<file path="config.mk">
export PLATFORM = sky130hd
export DESIGN_NAME = conv_encoder
export DESIGN_NICKNAME = d
export VERILOG_FILES = /design/src/rtl/conv_encoder.sv
export SDC_FILE = /design/constraint.sdc
export NUM_CORES = 1
export LEC_CHECK = 0
export BUFFER_PORTS_ARGS = -buffer_cell sky130_fd_sc_hd__buf_2
export CORE_ASPECT_RATIO = 0.5
export CORE_MARGIN = 4
export CORE_UTILIZATION = 52
export CTS_BUF_LIST = sky130_fd_sc_hd__clkbuf_4
export CTS_CLUSTER_SIZE = 30
export DETAILED_ROUTE_END_ITERATION = 6
export PLACE_DENSITY = 0.78
export SYNTH_ARGS = -nofsm -noshare
export SYNTH_HDL_FRONTEND = slang
export SYNTH_SLANG_ARGS = --single-unit
</file>
<file path="constraint.sdc">
create_clock -name clk -period 2 [get_ports clk]
set_input_delay 0.6 -clock clk [delete_from_list [all_inputs] [get_ports clk]]
set_output_delay 0.6 -clock clk [all_outputs]
set_load 0.03 [all_outputs]
</file>
<file path="src/rtl/conv_encoder.sv">
// Rate-1/2, K=3 convolutional encoder (G0 = 111, G1 = 101) feeding the
// Viterbi decoder. Encodes an N-bit word serially, one bit per cycle, and
// streams each {g0, g1} symbol. It also packs the full 2N-bit code word,
// with symbol i at code_out[2i+1:2i].
//
// Optional feature macro: CONV_ENC_TAIL_EN
//   defined   -> message bits N-2 and N-1 are forced to 0 (zero-terminated
//                trellis, final state 00)
//   undefined -> all N bits of data_in are encoded as given
//
// state | meaning
// ------+--------------------------------------------------------------
// IDLE  | waiting for st; outputs idle, code_out holds last code word
// ENC   | one message bit per cycle, sym_out/sym_valid live
// DONE  | code_out complete, done pulses for this one cycle
module conv_encoder #(
  parameter int N = 10
) (
  input  logic           clk,
  input  logic           rst,
  input  logic           st,
  input  logic [N-1:0]   data_in,
  output logic [1:0]     sym_out,
  output logic           sym_valid,
  output logic [2*N-1:0] code_out,
  output logic           busy,
  output logic           done
);

  localparam int CW = (N > 1) ? $clog2(N) : 1;
  localparam logic [CW-1:0] LAST = CW'(N - 1);

`ifdef CONV_ENC_TAIL_EN
  localparam logic [N-1:0] MSG_MASK = {2'b00, {(N - 2){1'b1}}};
`else
  localparam logic [N-1:0] MSG_MASK = '1;
`endif

  typedef enum logic [1:0] {
    IDLE = 2'd0,
    ENC  = 2'd1,
    DONE = 2'd2
  } state_t;

  state_t        state;
  logic [N-1:0]  msg;
  logic [CW-1:0] cnt;
  logic          s1;
  logic          s0;

  logic [N-1:0]  msg_load;
  logic [CW-1:0] cnt_nxt;
  logic          u_nxt;
  logic [1:0]    sym_nxt;

  // Symbols are precomputed one cycle ahead so sym_out can be a register
  // and still be valid in the first cycle after st is accepted. As a
  // result, {s1, s0} already includes the bit whose symbol sits in sym_out.
  always_comb begin
    msg_load = data_in & MSG_MASK;
    cnt_nxt  = cnt + 1'b1;
    u_nxt    = 1'b0;
    if (cnt != LAST) begin
      u_nxt = msg[cnt_nxt];
    end
    sym_nxt  = {u_nxt ^ s1 ^ s0, u_nxt ^ s0};
  end

  // Control FSM with registered symbol stream, code word, busy and done.
  always_ff @(posedge clk or negedge rst) begin
    if (!rst) begin
      state     <= IDLE;
      msg       <= '0;
      cnt       <= '0;
      s1        <= 1'b0;
      s0        <= 1'b0;
      sym_out   <= 2'b00;
      sym_valid <= 1'b0;
      code_out  <= '0;
      busy      <= 1'b0;
      done      <= 1'b0;
    end else begin
      case (state)
        IDLE: begin
          if (st) begin
            // First bit always starts from trellis state 00, so its
            // symbol is simply {u, u}.
            msg       <= msg_load;
            cnt       <= '0;
            s1        <= msg_load[0];
            s0        <= 1'b0;
            sym_out   <= {msg_load[0], msg_load[0]};
            sym_valid <= 1'b1;
            code_out  <= '0;
            busy      <= 1'b1;
            state     <= ENC;
          end
        end
        ENC: begin
          code_out[2*int'(cnt) +: 2] <= sym_out;
          if (cnt == LAST) begin
            sym_out   <= 2'b00;
            sym_valid <= 1'b0;
            done      <= 1'b1;
            state     <= DONE;
          end else begin
            cnt     <= cnt_nxt;
            sym_out <= sym_nxt;
            s0      <= s1;
            s1      <= u_nxt;
          end
        end
        DONE: begin
          done  <= 1'b0;
          busy  <= 1'b0;
          state <= IDLE;
        end
        default: begin
          state <= IDLE;
        end
      endcase
    end
  end

endmodule
</file>
==> run metrics <==
outcome finished, final reports clean; vias in the first global route 1722; Post-CTS Setup Bufs 0; GR peak layer met2; Synth Area per Inst 10.28 µm²; Die ar. 5131 µm²; Critical-path top delay cell mux4_1; IR Drop Worst-Case VDD 0.7219 mV; FF-to-FF Start cnt[0]; clock slew at reported path FFs 120 ps; switching share of power 45.42%; post-route ant nets 0; fmax 0.5408 GHz; Initial Util 57.04%; Crit path max-delay family multiplexers; Crit Path Max Fanout 15; area leader, netlist dfrtp_1; mapped cell area 2077 µm²; Gate power share 55.7%; Async SR Flop Fraction 100.0%; num rows 15; Util after Layout 67.04%; Root Driver clkbuf_4; Slew Viols, Final 0; Tot Pwr 4.009 mW; first-pass GRT wire length 7.886 mm; Area after DPL 2384 µm²; HPWL after detailed placement 3.475 mm; Final Routed Wirelength 4.559 mm; Routed WL per cell 15.20 µm; Cell variety after synth 32; cell count after synthesis 202; EDFF count, synth 0; Synth Area in Compound Gates 9.337%; Post-Route Setup TNS 0 ps; total grt overflow 0; Storage cell area 1077 µm²; Layout area overhead 17.53%; worst hold slack 229.7 ps; xor/xnor share of the synthesized area 3.434%; top post-synthesis cells by area dfrtp_1 52%, nand3_1 6.7%, o21ai_0 6.3%; Final min period 1849 ps; sw power 1.821 mW; core box area 3641 µm²; synth warn 0; Max Clock Skew 6.625 ps; DRC viols 0; total CTS buffers 5; Cell Count, Final, Fillers Out 300; sequential power share 33.8%; Post-CTS Resized 0; WP data arrival 2070 ps; slowest cell delay on critical path 570 ps; Pleak 1.222 nW; largest net degree at the start of global routing 27; Worst setup EP type register; grt met3 use 5.312%; Crit path buffers/inverters 1; final hold violations 0; I/O pins 38; GRT met2 Usage 32.77%; post-synthesis mux area share 10.78%; GRT Total Usage 19.89%; largest family of logic cells by synthesized area simple AND/OR/NAND/NOR gates; Cell Pwr Density 1642 nW/µm²; worst r2r path cells 6; P_int 2.188 mW; flops & latches, synth 43; DRT iter0 DRCs 67; Clock Sinks 43; area occupied by multi-input gates 929.6 µm²; RSZ-0062 raised after global routing false; count of final setup violators 0; Place WS 142.2 ps; hold buffer count at cts 0; Vias per Instance 5.410; Worst path depth 6; TritonCTS clock tree yes; Reg2Reg Setup Slack 150 ps; nets 268; critical path type register to register; GR Layer Usage met1 25.40%; Tcrit/Tclk final 92.46%; Die Ht 52.69 µm; placed instance count 293; CP Data Required Time 2230 ps; CTS Buffer Depth 2; Synthesized Nets 221; count of input and output buffers 37; initial antenna violation count 0; final worst slack 150.8 ps; worst skew pair latency 350 ps; Max-slew headroom 61.87%; reg2reg end sym_out[1]; ANT cells 0; Startpoint Class register; design area 2441 µm²; fraction of the yosys area taken by sequential cells 51.81%; critical path cell sequence buf_4 -> mux4_1 -> mux2i_1 -> o21ai_2 -> xnor2_1 -> o22ai_1; gpl congestion 0.8474; Vias 1623; Synth Flop Type dfrtp_1; adder-cell share of the synthesized area 3.614%; Simple-Gate Fraction of Synth Area 17.35%; Worst Hold Class primary input to async pin; clock share of power 10.5%; Max H-tree Level 2; Synth top area share 51.81%; Die X 97.38 µm; FILL cells 312; worst slew pin tran 572.0 ps; DR pass1 iterations 4; max-cap violations 0; layout cells sized above 1 28.51%
[synthesized netlist by cell type (2+ instances only)]
library cell	instances
nand2b_1	2
xor2_1	3
xnor2_1	2
nor2_1	11
ha_1	6
nand2_1	24
nor3_1	2
mux4_1	2
a21oi_1	4
inv_1	10
mux2i_1	7
a21o_1	2
nor2b_1	2
clkbuf_1	5
nand3_1	28
mux2_2	9
o21ai_0	26
dfrtp_1	43
[worst register-to-register path, delay by kind of cell, from the launching register on]
kind,cells,cell delay (ps)
xor+xnor,1,160
compound gates,2,190
flops,1,390
buf+inv,1,230
mux,2,750
[flip-flops by register name (all words and copies together), names as in the netlist]
name       flops
s1             1
cnt            4
busy           1
sym_valid      1
s0             1
sym_out        2
code_out      20
msg           10
state          2
done           1
[cell families after synthesis]
family,Yosys count
fa+ha+maj,6
mux,18
buf+inv,18
flops,43
simple gates,75
xor+xnor,6
compound gates,36
[layout by cell type (no fill, tap or decap), types with 3 or more instances in the layout]
| cell | count |
|---|---|
| nand2_1 | 24 |
| clkbuf_4 | 7 |
| inv_1 | 10 |
| a21oi_1 | 4 |
| nand3_1 | 28 |
| buf_4 | 10 |
| dfrtp_1 | 42 |
| o21ai_0 | 26 |
| nor2_1 | 10 |
| buf_2 | 37 |
| xor2_1 | 3 |
| ha_1 | 5 |
| mux2_2 | 9 |
| mux2i_1 | 7 |
[layout make-up]
type / count / area share, %
sequential: 43 / 44.13
tap: 51 / 2.614
timing repair buffer: 48 / 11.48
multi-input combinational: 141 / 38.08
inverter: 10 / 1.538
clock buffer: 7 / 2.153
[layer usage]
| layer | vias up | routed length (µm) |
|---|---|---|
| met1 | 777 | 2068 |
| met4 | 0 | 56 |
| li1 | 797 | - |
| met5 | - | 0 |
| met2 | 44 | 2185 |
| met3 | 5 | 249 |
[power by group through the flow]
stage / Clock [mW] / Sequential [mW] / Combinational (mW)
floorplan: 0 / 1.68 / 1.27
global placement: 0 / 1.36 / 2.11
detailed placement: 0 / 1.38 / 2.20
CTS: 0.433 / 1.36 / 2.20
global route: 0.476 / 1.39 / 2.44
finish: 0.420 / 1.35 / 2.23
[worst max-delay path by stage]
stage,endpoint,from
2_1_floorplan,sym_out[1],cnt[0]
3_3_place_gp,cnt[2],st
3_5_place_dp,sym_out[1],cnt[1]
4_1_cts,sym_out[1],cnt[1]
5_1_grt,code_out[17],cnt[0]
6_report,sym_out[1],cnt[0]
(Power assumes the default switching activity.)
